==> src/rtl/ascon_pkg.sv <==
// rtl/ascon_pkg.sv - shared constants, FSM encoding and helpers for the Ascon permutation
package ascon_pkg;

  localparam int NR_MAX = 12;

  localparam int X0_HI = 319;
  localparam int X0_LO = 256;
  localparam int X1_HI = 255;
  localparam int X1_LO = 192;
  localparam int X2_HI = 191;
  localparam int X2_LO = 128;
  localparam int X3_HI = 127;
  localparam int X3_LO = 64;
  localparam int X4_HI = 63;
  localparam int X4_LO = 0;

  localparam int ROT_X0_A = 19;
  localparam int ROT_X0_B = 28;
  localparam int ROT_X1_A = 61;
  localparam int ROT_X1_B = 39;
  localparam int ROT_X2_A = 1;
  localparam int ROT_X2_B = 6;
  localparam int ROT_X3_A = 10;
  localparam int ROT_X3_B = 17;
  localparam int ROT_X4_A = 7;
  localparam int ROT_X4_B = 41;

  typedef logic [1:0] fsm_t;
  localparam fsm_t ST_IDLE = 2'd0;
  localparam fsm_t ST_RUN  = 2'd1;
  localparam fsm_t ST_DONE = 2'd2;

  function automatic logic [63:0] rc(input logic [3:0] ir);
    return {56'h0, 4'hF - ir, ir};
  endfunction

  function automatic logic [63:0] ror(input logic [63:0] x, input int n);
    return (x >> n) | (x << (64 - n));
  endfunction

endpackage

==> src/rtl/ascon_perm_seq_if.sv <==
// rtl/ascon_perm_seq_if.sv - start/ready/done handshake and state bus of the permutation sequencer
interface ascon_perm_seq_if;
  logic         start;
  logic [3:0]   rounds;
  logic         abort;
  logic [319:0] state_in;
  logic         ready;
  logic         busy;
  logic         done;
  logic [3:0]   round_idx;
  logic [319:0] state_out;

  modport master (
    output start, rounds, abort, state_in,
    input  ready, busy, done, round_idx, state_out
  );

  modport slave (
    input  start, rounds, abort, state_in,
    output ready, busy, done, round_idx, state_out
  );
endinterface

==> src/rtl/ascon_round.sv <==
// rtl/ascon_round.sv - one combinational Ascon round: constant add, S-box layer, linear layer
module ascon_round
  import ascon_pkg::*;
(
  input  logic [319:0] state_in,
  input  logic [3:0]   ir,
  output logic [319:0] state_out
);

  logic [63:0] x0, x1, x2, x3, x4;
  logic [63:0] t0, t1, t2, t3, t4;
  logic [63:0] s0, s1, s2, s3, s4;

  always_comb begin
    x0 = state_in[X0_HI:X0_LO];
    x1 = state_in[X1_HI:X1_LO];
    x2 = state_in[X2_HI:X2_LO] ^ rc(ir);
    x3 = state_in[X3_HI:X3_LO];
    x4 = state_in[X4_HI:X4_LO];

    x0 = x0 ^ x4;
    x4 = x4 ^ x3;
    x2 = x2 ^ x1;
    t0 = ~x0 & x1;
    t1 = ~x1 & x2;
    t2 = ~x2 & x3;
    t3 = ~x3 & x4;
    t4 = ~x4 & x0;
    x0 = x0 ^ t1;
    x1 = x1 ^ t2;
    x2 = x2 ^ t3;
    x3 = x3 ^ t4;
    x4 = x4 ^ t0;
    x1 = x1 ^ x0;
    x0 = x0 ^ x4;
    x3 = x3 ^ x2;
    x2 = ~x2;

    s0 = x0 ^ ror(x0, ROT_X0_A) ^ ror(x0, ROT_X0_B);
    s1 = x1 ^ ror(x1, ROT_X1_A) ^ ror(x1, ROT_X1_B);
    s2 = x2 ^ ror(x2, ROT_X2_A) ^ ror(x2, ROT_X2_B);
    s3 = x3 ^ ror(x3, ROT_X3_A) ^ ror(x3, ROT_X3_B);
    s4 = x4 ^ ror(x4, ROT_X4_A) ^ ror(x4, ROT_X4_B);

    state_out = {s0, s1, s2, s3, s4};
  end

endmodule

==> src/rtl/ascon_perm_seq.sv <==
// rtl/ascon_perm_seq.sv - iterative p^b sequencer: one round per clock over a 320-bit state register
module ascon_perm_seq #(
  parameter int NR_MAX = ascon_pkg::NR_MAX
) (
  input  logic               clk,
  input  logic               rst,
  ascon_perm_seq_if.slave    io
);
  import ascon_pkg::*;

  localparam logic [3:0] NR_MAX_W = 4'(NR_MAX);

  fsm_t         fsm_q, fsm_d;
  logic [319:0] state_q, state_d;
  logic [3:0]   k_q, k_d;
  logic [3:0]   b_q, b_d;
  logic [3:0]   ir;
  logic [3:0]   b_clamped;
  logic [319:0] round_out;

  ascon_round u_round (
    .state_in  (state_q),
    .ir        (ir),
    .state_out (round_out)
  );

  // Clamping b keeps ir inside 0..NR_MAX-1, so the 4-bit subtraction never wraps.
  assign ir        = NR_MAX_W - b_q + k_q;
  assign b_clamped = (io.rounds > NR_MAX_W) ? NR_MAX_W : io.rounds;

  always_comb begin
    fsm_d   = fsm_q;
    state_d = state_q;
    k_d     = k_q;
    b_d     = b_q;
    case (fsm_q)
      ST_IDLE: begin
        if (io.start) begin
          state_d = io.state_in;
          k_d     = 4'd0;
          b_d     = b_clamped;
          fsm_d   = (b_clamped == 4'd0) ? ST_DONE : ST_RUN;
        end
      end
      ST_RUN: begin
        if (io.abort) begin
          fsm_d = ST_IDLE;
          k_d   = 4'd0;
        end else begin
          state_d = round_out;
          k_d     = k_q + 4'd1;
          if (k_q == b_q - 4'd1) fsm_d = ST_DONE;
        end
      end
      ST_DONE: fsm_d = ST_IDLE;
      default: fsm_d = ST_IDLE;
    endcase
  end

  always_ff @(posedge clk or posedge rst) begin
    if (rst) begin
      fsm_q   <= ST_IDLE;
      state_q <= '0;
      k_q     <= 4'd0;
      b_q     <= 4'd0;
    end else begin
      fsm_q   <= fsm_d;
      state_q <= state_d;
      k_q     <= k_d;
      b_q     <= b_d;
    end
  end

  assign io.ready     = (fsm_q == ST_IDLE);
  assign io.busy      = (fsm_q == ST_RUN);
  assign io.done      = (fsm_q == ST_DONE);
  assign io.round_idx = (fsm_q == ST_RUN) ? ir : 4'd0;
  assign io.state_out = state_q;

endmodule
==> src/flat_wrapper.sv <==
// flat-port wrapper written by rule: the top's interface ports become plain ports
module ascon_perm_seq_flat import ascon_pkg::*;
#(
  parameter int NR_MAX = ascon_pkg::NR_MAX
)
  (clk, rst, io_start, io_rounds, io_abort, io_state_in, io_ready, io_busy, io_done, io_round_idx, io_state_out);
  ascon_perm_seq_if io_i ();
  input  logic clk;
  input  logic rst;
  input wire logic [$bits(io_i.start)-1:0] io_start;
  input wire logic [$bits(io_i.rounds)-1:0] io_rounds;
  input wire logic [$bits(io_i.abort)-1:0] io_abort;
  input wire logic [$bits(io_i.state_in)-1:0] io_state_in;
  output wire logic [$bits(io_i.ready)-1:0] io_ready;
  output wire logic [$bits(io_i.busy)-1:0] io_busy;
  output wire logic [$bits(io_i.done)-1:0] io_done;
  output wire logic [$bits(io_i.round_idx)-1:0] io_round_idx;
  output wire logic [$bits(io_i.state_out)-1:0] io_state_out;
  assign io_i.start = io_start;
  assign io_i.rounds = io_rounds;
  assign io_i.abort = io_abort;
  assign io_i.state_in = io_state_in;
  assign io_ready = io_i.ready;
  assign io_busy = io_i.busy;
  assign io_done = io_i.done;
  assign io_round_idx = io_i.round_idx;
  assign io_state_out = io_i.state_out;
  ascon_perm_seq #(.NR_MAX(NR_MAX)) u_core (.clk(clk), .rst(rst), .io(io_i));
endmodule
==> config.mk <==
export PLATFORM = sky130hd
export DESIGN_NAME = ascon_perm_seq_flat
export DESIGN_NICKNAME = d
export VERILOG_FILES = /design/src/rtl/ascon_pkg.sv /design/src/rtl/ascon_perm_seq_if.sv /design/src/rtl/ascon_round.sv /design/src/rtl/ascon_perm_seq.sv /design/src/flat_wrapper.sv
export SDC_FILE = /design/constraint.sdc
export NUM_CORES = 2
export LEC_CHECK = 0
export BUFFER_PORTS_ARGS = -buffer_cell sky130_fd_sc_hd__buf_2
export CORE_MARGIN = 3
export CORE_UTILIZATION = 50
export CTS_CLUSTER_SIZE = 8
export DETAILED_ROUTE_END_ITERATION = 10
export HOLD_SLACK_MARGIN = 0.06
export PLACE_DENSITY_LB_ADDON = 0.25
export REMOVE_ABC_BUFFERS = 1
export SLEW_MARGIN = 20
export SYNTH_ARGS = -nofsm -noshare
export SYNTH_HDL_FRONTEND = slang
export SYNTH_SLANG_ARGS = --single-unit
==> constraint.sdc <==
create_clock -name clk -period 10.5 [get_ports clk]
set_input_delay 1.575 -clock clk [delete_from_list [all_inputs] [get_ports clk]]
set_output_delay 1.575 -clock clk [all_outputs]
set_load 0.02 [all_outputs]
==> impl_metrics.yaml <==
floorplan:
  die_h_um: 252
  die_area_mm2: 0.0637
  die_x_um: 252
  pin_count: 655
  num_rows: 89
  coreArea_mm2: 0.0596
  initial_core_util_pct: 50.9
sta:
  rsz0062_at_grt: "false"
  min_period_over_period_pct: 45.2
  relSlewSlack_pct: 11.0
  drv_slew: 0
  tightest_slew_ns: 1.33
  fin_crit_ns: 4.74
  setup_violations: 0
  worst_slack_ns: 5.76
  max_freq_ghz: 0.211
  clock_skew_ns: 0.0305
  hold_viol: 0
placed_design:
  post-dp-hpwl_um: 115000
  dpl_cell_area_mm2: 0.0343
  gp_congestion: 1.02
  place_ws_ns: 6.30
  numPortBuffers: 654
clock_tree:
  clk_pin_slew_worst_paths_ns: 0.05
  cts_tree: "yes"
  numCtsBuffers: 47
  cts_resized: 0
  post-cts-setup-buffers: 0
  clk_path_buf_depth: 3
  clock_latency_ns: 0.61
  clockRootBuffer: "clkbuf_16"
  cts_sinks: 330
  hold_buffers: 0
  cts_max_level: 2
run:
  drv_cap: 0
logic_synthesis:
  syn-cell-area_mm2: 0.0304
  yosysMostFrequentCell: "xnor2_1"
  synth-edff-count: 0
  ys_seq_area_share_pct: 27.2
  ys_warn_count: 0
  synthTopCellsByCount: "xnor2_1, a21oi_1, dfrtp_1, nand2_1, nor2_1"
  synth_cell_types: 42
  postSynth.asyncResetShare_pct: 100
  synth_top_cell_by_area: "dfrtp_1"
  synth.avg_cell_area_um2: 9.44
  synth-seq-cells: 330
  synth_ff_type: "dfrtp_1"
  synthTopCellsByArea: "dfrtp_1, xnor2_1, xnor3_1"
  synth_top_area_share_pct: 27.2
  syn_inst: 3214
route:
  wl_um: 141000
  avgRoutedWirePerCell_um: 30.8
  vias: 27600
  postRouteAntennaNets: 0
  drc: 0
  viasPerCell: 6.03
  dr.pass1.iters: 5
  drt-initial-drc-count: 3611
cells_and_area:
  syn2layout_area_growth_pct: 17.3
  final_util_pct: 59.7
  drive_gt1_share_pct: 21.1
  fin_nets: 4266
  design_area_mm2: 0.0356
critical_path:
  crit_type: "flip-flop to output pin"
  worstPathRequired_ns: 8.93
  start_kind: "flip-flop"
  crit_slowest_cell: "buf_4"
  critPathMaxFanout: 93
  worstPathArrival_ns: 3.17
  critPathMaxStageDelay_ns: 0.88
  end_kind: "output pin"
  cp_cell_sequence: "nand2b_4 -> buf_4 -> buf_4 -> nor2_1 -> buf_2"
  cp_common_cell: "buf_4"
global_routing:
  grt_pass1_vias: 26500
  antenna_found_initial: 4
  grt_max_degree: 103
  grt_pass1_wl_um: 195000
  grt_overflow: 0
  track_usage_pct: 43.3
min_path:
  holdCritPathClass: "flip-flop to flip-flop"
outcome:
  status: "complete, no violations"
area by class of cell:
type | instances | area [um^2]
Timing Repair Buffer | 682 | 3480
Antenna cell | 3 | 7.51
Clock buffer | 54 | 1250
Fill cell | 5382 | 24000
Tap cell | 773 | 967
Multi-Input combinational cell | 2559 | 20900
Inverter | 183 | 699
Sequential cell | 330 | 8260
through the flow:
stage	hold slack [ns]	setup TNS [ns]	std cells
finish	0.512	0	4584
global route	0.564	0	4581
CTS	0.519	0	4581
detailed placement	0.508	0	4527
global placement	0.504	0	4527
floorplan	0.473	-652.71	3072
sequential cells by signal, indices dropped and copies added, names as in the netlist:
name,count
u_core.io.state_out,320
u_core.k_q,4
u_core.b_q,4
u_core.fsm_q,2
metal layers:
metal	up-vias	track usage (%)	wire (um)
met5	-	0	16
met4	4	24.9	9870
met3	378	10.7	16400
met2	1854	66.2	61600
met1	13500	56.3	53200
li1	11900	-	-
kinds of logic (layout without fill, tap and decap cells):
logic type      after synthesis  count (layout)  share of synthesized area (%)
other cells                   0               3                              0
xor+xnor                    990             990                           38.8
fa+ha+maj                   179             179                           7.05
mux                          63              63                           2.17
flops                       330             330                           27.2
simple gates                636             636                           8.35
compound gates              691             691                           12.4
buf+inv                     325             919                           4.04
layout by cell type, fill, tap and decap left out, types with 64 or more instances in the layout:
master   synthesis  routed
buf_2            6     654
xnor2_1        557     554
a21oi_1        337     337
dfrtp_1        330     330
nand2_1        308     307
nor2_1         254     253
xnor3_1        192     192
xor2_1         184     184
inv_1          182     181
o21ai_0        137     137
ha_1           134     134
o21ai_1         64      64
o22ai_1         64      64
path summary, 6_finish.rpt:
kind	from	slack, ns	endpoint	depth (start not counted)
setup / recovery	u_core.fsm_q[1]	5.76	io_round_idx[2]	5
hold / removal	u_core.b_q[1]	0.51	u_core.b_q[1]	2
setup reg to reg	u_core.k_q[1]	6.21	u_core.io.state_out[118]	13
hold reg to reg	u_core.b_q[1]	0.51	u_core.b_q[1]	2
max in group asynchronous	rst	7.28	u_core.io.state_out[234]	4
min in group asynchronous	rst	1.11	u_core.io.state_out[145]	2
critical path: cells and delay by family (launching register included):
family,cells,cell delay [ns]
buf+inv,3,1.79
flops,1,0.48
simple gates,2,0.30
Power is left out: the tool's default activity adds up to more than one toggle a clock period on the data nets, which glitch-free logic cannot reach.
